$ cat src/rtl/wb_write_arbiter_if.sv
// Writeback arbiter bus: ALU/load producers in, register-file write port and
// decode hazard queries out.
interface wb_write_arbiter_if #(
  parameter int unsigned DEPTH = 2,
  parameter int unsigned AW    = 4,
  parameter int unsigned DW    = 32
);
  localparam int unsigned OW = $clog2(DEPTH) + 1;

  logic          alu_valid;
  logic [AW-1:0] alu_rd;
  logic [DW-1:0] alu_result;
  logic          alu_ready;
  logic          ld_valid;
  logic [AW-1:0] ld_rd;
  logic [DW-1:0] ld_data;
  logic          wr_en;
  logic [AW-1:0] write_addr;
  logic [DW-1:0] write_data;
  logic [AW-1:0] chk_addr1;
  logic [AW-1:0] chk_addr2;
  logic          hazard1;
  logic          hazard2;
  logic [OW-1:0] occupancy;

  modport master (
    output alu_valid, alu_rd, alu_result, ld_valid, ld_rd, ld_data, chk_addr1, chk_addr2,
    input  alu_ready, wr_en, write_addr, write_data, hazard1, hazard2, occupancy
  );

  modport slave (
    input  alu_valid, alu_rd, alu_result, ld_valid, ld_rd, ld_data, chk_addr1, chk_addr2,
    output alu_ready, wr_en, write_addr, write_data, hazard1, hazard2, occupancy
  );
endinterface

$ cat src/rtl/wb_write_arbiter.sv
// Merges load returns (absolute priority) and ALU results into the single
// register-file write port; losing ALU results wait in an in-order FIFO.
module wb_write_arbiter #(
  parameter int unsigned DEPTH = 2,
  parameter int unsigned AW    = 4,
  parameter int unsigned DW    = 32
) (
  input logic               clk,
  input logic               reset_n,
  wb_write_arbiter_if.slave bus
);
  localparam int unsigned PW = $clog2(DEPTH);
  localparam int unsigned OW = PW + 1;

  typedef struct packed {
    logic [AW-1:0] rd;
    logic [DW-1:0] data;
  } entry_t;

  entry_t        mem [DEPTH];
  entry_t        head;
  logic [PW-1:0] wr_ptr;
  logic [PW-1:0] rd_ptr;
  logic [OW-1:0] count;
  logic          ready;
  logic          accept;
  logic          empty;
  logic          push;
  logic          pop;
  logic          bypass;
  logic          wr_en_q;
  logic [AW-1:0] addr_q;
  logic [DW-1:0] data_q;
  logic          hz1;
  logic          hz2;

  assign ready  = count < OW'(DEPTH);
  assign empty  = (count == '0);
  assign accept = bus.alu_valid && ready;
  assign pop    = !bus.ld_valid && !empty;
  assign push   = accept && (bus.ld_valid || !empty);
  assign bypass = accept && !bus.ld_valid && empty;
  assign head   = mem[rd_ptr];

  assign bus.alu_ready  = ready;
  assign bus.occupancy  = count;
  assign bus.wr_en      = wr_en_q;
  assign bus.write_addr = addr_q;
  assign bus.write_data = data_q;
  assign bus.hazard1    = hz1;
  assign bus.hazard2    = hz2;

  // FIFO storage carries no reset; validity comes from count alone.
  always_ff @(posedge clk) begin
    if (push) mem[wr_ptr] <= entry_t'{rd: bus.alu_rd, data: bus.alu_result};
  end

  always_ff @(posedge clk or negedge reset_n) begin
    if (!reset_n) begin
      wr_ptr <= '0;
      rd_ptr <= '0;
      count  <= '0;
    end else begin
      if (push) wr_ptr <= wr_ptr + PW'(1);
      if (pop)  rd_ptr <= rd_ptr + PW'(1);
      if (push && !pop)      count <= count + OW'(1);
      else if (pop && !push) count <= count - OW'(1);
    end
  end

  // Output stage: load, then FIFO head, then bypassed ALU result.
  always_ff @(posedge clk or negedge reset_n) begin
    if (!reset_n) begin
      wr_en_q <= 1'b0;
      addr_q  <= '0;
      data_q  <= '0;
    end else if (bus.ld_valid) begin
      wr_en_q <= 1'b1;
      addr_q  <= bus.ld_rd;
      data_q  <= bus.ld_data;
    end else if (pop) begin
      wr_en_q <= 1'b1;
      addr_q  <= head.rd;
      data_q  <= head.data;
    end else if (bypass) begin
      wr_en_q <= 1'b1;
      addr_q  <= bus.alu_rd;
      data_q  <= bus.alu_result;
    end else begin
      wr_en_q <= 1'b0;
    end
  end

  // The output stage is still pending until the register file sees it.
  always_comb begin
    hz1 = wr_en_q && (addr_q == bus.chk_addr1);
    hz2 = wr_en_q && (addr_q == bus.chk_addr2);
    for (int unsigned i = 0; i < DEPTH; i++) begin
      if (OW'(i) < count) begin
        if (mem[PW'(rd_ptr + PW'(i))].rd == bus.chk_addr1) hz1 = 1'b1;
        if (mem[PW'(rd_ptr + PW'(i))].rd == bus.chk_addr2) hz2 = 1'b1;
      end
    end
  end
endmodule

$ cat src/flat_wrapper.sv
// flat-port wrapper written by rule: the top's interface ports become plain ports
module wb_write_arbiter_flat 
#(
  parameter int unsigned DEPTH = 2,
  parameter int unsigned AW    = 4,
  parameter int unsigned DW    = 32
)
  (clk, reset_n, bus_alu_valid, bus_alu_rd, bus_alu_result, bus_ld_valid, bus_ld_rd, bus_ld_data, bus_chk_addr1, bus_chk_addr2, bus_alu_ready, bus_wr_en, bus_write_addr, bus_write_data, bus_hazard1, bus_hazard2, bus_occupancy);
  wb_write_arbiter_if #(.DEPTH(DEPTH), .AW(AW), .DW(DW)) bus_i ();
  input logic clk;
  input logic reset_n;
  input wire logic [$bits(bus_i.alu_valid)-1:0] bus_alu_valid;
  input wire logic [$bits(bus_i.alu_rd)-1:0] bus_alu_rd;
  input wire logic [$bits(bus_i.alu_result)-1:0] bus_alu_result;
  input wire logic [$bits(bus_i.ld_valid)-1:0] bus_ld_valid;
  input wire logic [$bits(bus_i.ld_rd)-1:0] bus_ld_rd;
  input wire logic [$bits(bus_i.ld_data)-1:0] bus_ld_data;
  input wire logic [$bits(bus_i.chk_addr1)-1:0] bus_chk_addr1;
  input wire logic [$bits(bus_i.chk_addr2)-1:0] bus_chk_addr2;
  output wire logic [$bits(bus_i.alu_ready)-1:0] bus_alu_ready;
  output wire logic [$bits(bus_i.wr_en)-1:0] bus_wr_en;
  output wire logic [$bits(bus_i.write_addr)-1:0] bus_write_addr;
  output wire logic [$bits(bus_i.write_data)-1:0] bus_write_data;
  output wire logic [$bits(bus_i.hazard1)-1:0] bus_hazard1;
  output wire logic [$bits(bus_i.hazard2)-1:0] bus_hazard2;
  output wire logic [$bits(bus_i.occupancy)-1:0] bus_occupancy;
  assign bus_i.alu_valid = bus_alu_valid;
  assign bus_i.alu_rd = bus_alu_rd;
  assign bus_i.alu_result = bus_alu_result;
  assign bus_i.ld_valid = bus_ld_valid;
  assign bus_i.ld_rd = bus_ld_rd;
  assign bus_i.ld_data = bus_ld_data;
  assign bus_i.chk_addr1 = bus_chk_addr1;
  assign bus_i.chk_addr2 = bus_chk_addr2;
  assign bus_alu_ready = bus_i.alu_ready;
  assign bus_wr_en = bus_i.wr_en;
  assign bus_write_addr = bus_i.write_addr;
  assign bus_write_data = bus_i.write_data;
  assign bus_hazard1 = bus_i.hazard1;
  assign bus_hazard2 = bus_i.hazard2;
  assign bus_occupancy = bus_i.occupancy;
  wb_write_arbiter #(.DEPTH(DEPTH), .AW(AW), .DW(DW)) u_core (.clk(clk), .reset_n(reset_n), .bus(bus_i));
endmodule
$ cat config.mk
export PLATFORM = sky130hd
export DESIGN_NAME = wb_write_arbiter_flat
export DESIGN_NICKNAME = d
export VERILOG_FILES = /design/src/rtl/wb_write_arbiter_if.sv /design/src/rtl/wb_write_arbiter.sv /design/src/flat_wrapper.sv
export SDC_FILE = /design/constraint.sdc
export NUM_CORES = 1
export LEC_CHECK = 0
export ABC_AREA = 1
export ABC_CLOCK_PERIOD_IN_PS = 7330
export BUFFER_PORTS_ARGS = -buffer_cell sky130_fd_sc_hd__clkbuf_2
export CORE_UTILIZATION = 45
export CTS_CLUSTER_SIZE = 14
export DETAILED_ROUTE_END_ITERATION = 12
export PLACE_DENSITY = 0.66
export SLEW_MARGIN = 30
export SYNTH_ARGS = -nofsm -noshare
export SYNTH_HDL_FRONTEND = slang
export SYNTH_SLANG_ARGS = --single-unit
export TNS_END_PERCENT = 20
$ cat constraint.sdc
create_clock -name clk -period 7.33 [get_ports clk]
set_input_delay 1.466 -clock clk [delete_from_list [all_inputs] [get_ports clk]]
set_output_delay 1.466 -clock clk [all_outputs]
set_load 0.005 [all_outputs]
==> out/qor.csv <==
stage;metric;value;unit
critical_path;cp_slowest_cell;nor2_4;
die;floorplan.initialDensity;46.6;%
routing;vias;4219;
logic_synthesis;yosys_warnings;0;
critical_path;crit_type;input pin to flip-flop;
clock_tree;htree_levels;4;
placed_design;detailed_place_hpwl;8570;um
logic_synthesis;ys_types;26;
sta;rsz0062_at_grt;false;
logic_synthesis;avgSynthCellArea;9.68;um2
logic_synthesis;ys_ff_latch;113;
clock_tree;cts_root_buf;clkbuf_16;
critical_path;critPathBufInv;2;
logic_synthesis;synth_area_leader_cell;edfxtp_1;
power;max-vdd-ir-drop;0.216;mV
routing;first_pass_iters;4;
power;p_leak;2.93;nW
worst_hold_path;min_path_type;flip-flop to flip-flop;
run_status;status;complete, no violations;
logic_synthesis;synth-async-reset-ratio;36.3;%
sta;fin_crit_sh;58.1;%
logic_synthesis;synth_mux_area_share;0;%
logic_synthesis;synth_top_flop_cell;edfxtp_1;
clock_tree;postCtsHoldBufs;0;
final_layout;antennaDiodeCount;0;
critical_path;critPathLaunchType;input pin;
critical_path;worstPathMaxFanout;38;
global_route;grt_max_degree;44;
critical_path;endpoint_kind;flip-flop;
sta;skew;7.18;ps
die;io_pins;126;
placed_design;place_ws;2690;ps
sta;setup_slack;3070;ps
sta;max_freq;0.235;GHz
critical_path;required;7650;ps
final_layout;synthToLayoutAreaGrowth;27.4;%
clock_tree;clkSinkCount;113;
run;drv_cap;0;
sta;finalHoldViolCount;0;
logic_synthesis;yosys-top-cells-count;130 x nand2_1, 81 x nor2_1, 72 x edfxtp_1, 55 x a21oi_1, 41 x dfrtp_1;
routing;drc;0;
global_route;grt_usage;22.9;%
clock_tree;clockBufferDepth;2;
logic_synthesis;yosys.area_share.xor_xnor;0.684;%
routing;routed_wl;13000;um
critical_path;crit_arrival;4580;ps
global_route;grt_pass1_vias;4095;
critical_path;crit_chain;clkbuf_2, nor2_4, nand2_2, inv_4, a21oi_1, a31oi_1;
logic_synthesis;synth_adder_area_share;0.733;%
logic_synthesis;synthCells;529;
logic_synthesis;yosysTopAreaCellShare;42.2;%
die;die_width;109;um
logic_synthesis;synth_nets;616;
global_route;grt_pass1_wl;20000;um
logic_synthesis;synth_seq_area_share;62.3;%
sta;relSlewSlack;35.6;%
clock_tree;post_cts_buffers;0;
sta;worst_pin_slew;965;ps
placed_design;place.gp.congestion;0.893;
logic_synthesis;yosys-top-cells-area;edfxtp_1 42%, dfrtp_1 20%, nand2_1 9.5%;
logic_synthesis;synth_top_family_by_area;simple AND/OR/NAND/NOR gates;
routing;ant_nets;0;
global_route;gr-total-overflow;0;
die;die_h;109;um
final_layout;drive_gt1_share;25.3;%
clock_tree;clkTransAtPathRegs;50;ps
logic_synthesis;synthSimpleGateAreaFrac;18.7;%
clock_tree;numCtsBuffers;17;
sta;finalCriticalPeriod;4260;ps
die;dieArea;11800;um2
routing;avgViaCountPerCell;5.24;
clock_tree;cts_resized;0;
final_layout;nets;739;
sta;drv_slew;0;
logic_synthesis;synth_area;5120;um2
placed_design;port_buffers;125;
global_route;antenna_found_initial;0;
routing;drtIter0Drc;272;
sta;setup_viol_count_final;0;
logic_synthesis;synth_edf_count;72;
die;core_area;11000;um2
logic_synthesis;yosys.cell_count.top_type;nand2_1;
power;p_per_area;417;nW/um2
critical_path;critPathTopFamily;simple AND/OR/NAND/NOR gates;
clock_tree;clock_latency;400;ps
sta;setup-tns-final;0;ps
routing;routedWlPerCell;16.2;um
die;row_count;38;
logic_synthesis;synth_compound_area_share;12.7;%
clock_tree;cts_tree;done;
critical_path;slowest_delay;940;ps
[layout by cell type, fill, tap and decap left out, types with 7 or more instances in the layout]
master and instances:
nor2_1 79, dfrtp_1 41, o21ai_0 7, a22oi_1 18, a31oi_1 17, nand2_1 130, edfxtp_1 72, clkbuf_2 124
nand3_1 28, inv_1 24, a21oi_1 55, o21ai_1 10, clkbuf_16 18
[logic make-up after synthesis]
logic type / after synthesis
simple gates: 242
flops: 113
fa+ha+maj: 3
xor+xnor: 4
buf+inv: 53
compound gates: 114
[worst min-delay path, stage by stage, from the launching register on]
cell and delay, ps:
dfrtp_1 360, nand2_1 50, o21ai_0 60
[where the power goes]
group	switching, mW	internal (mW)
combinational	0.534	0.312
clock	0.271	0.615
sequential	0.103	0.887
total	0.908	1.81
[final cells by class]
type	instances	area [um2]
clock buffers	23	499
clock inverters	9	151
fillers	911	4460
inverters	27	104
multi-input cells	363	1700
flip-flops and latches	113	3190
well taps	140	175
repair buffers	130	706
[final timing paths]
kind                                                     start                                     to  slack (ps)  depth (start not counted)
hold reg to reg            u_core.bus.occupancy[1]$_DFFE_PN0P_    u_core.bus.occupancy[1]$_DFFE_PN0P_         510                          2
max in group asynchronous                              reset_n   u_core.bus.write_addr[0]$_DFFE_PN0P_        5790                          1
setup / recovery                                  bus_ld_valid   u_core.bus.write_addr[3]$_DFFE_PN0P_        3070                          6
setup reg to reg           u_core.bus.occupancy[1]$_DFFE_PN0P_   u_core.bus.write_addr[3]$_DFFE_PN0P_        4050                          8
min in group asynchronous                              reset_n  u_core.bus.write_data[31]$_DFFE_PN0P_        1100                          1
hold / removal             u_core.bus.occupancy[1]$_DFFE_PN0P_    u_core.bus.occupancy[1]$_DFFE_PN0P_         510                          2
[registers in the layout, indices dropped and copies added, names as in the netlist]
signal	flops
u_core.rd_ptr	1
u_core.bus.write_addr	4
u_core.mem	72
u_core.bus.write_data	32
u_core.bus.wr_en	1
u_core.wr_ptr	1
u_core.bus.occupancy	2
[metal layers]
layer  GRT usage, %  part of all wire, %  up-vias
met3           5.50                  4.4       17
met1           27.2                   42     2024
li1               -                    -     2063
met5              0                    0        -
met4           8.20                  1.4        0
met2           40.6                   52      115
[per-stage QoR]
step           power (mW)  cell area, um2  util (%)  hold slack, ps  std cells
3_5_place_dp         1.85            5870      53.5             507        773
2_1_floorplan        1.52            5120         -             492        529
5_1_grt              2.88            6520      59.4             555        805
3_3_place_gp         1.80            5810      52.9             490        771
6_report             2.72            6520      59.4             513        805
4_1_cts              2.74            6520      59.4             520        805
No activity file was read; power rests on OpenSTA's default activity.
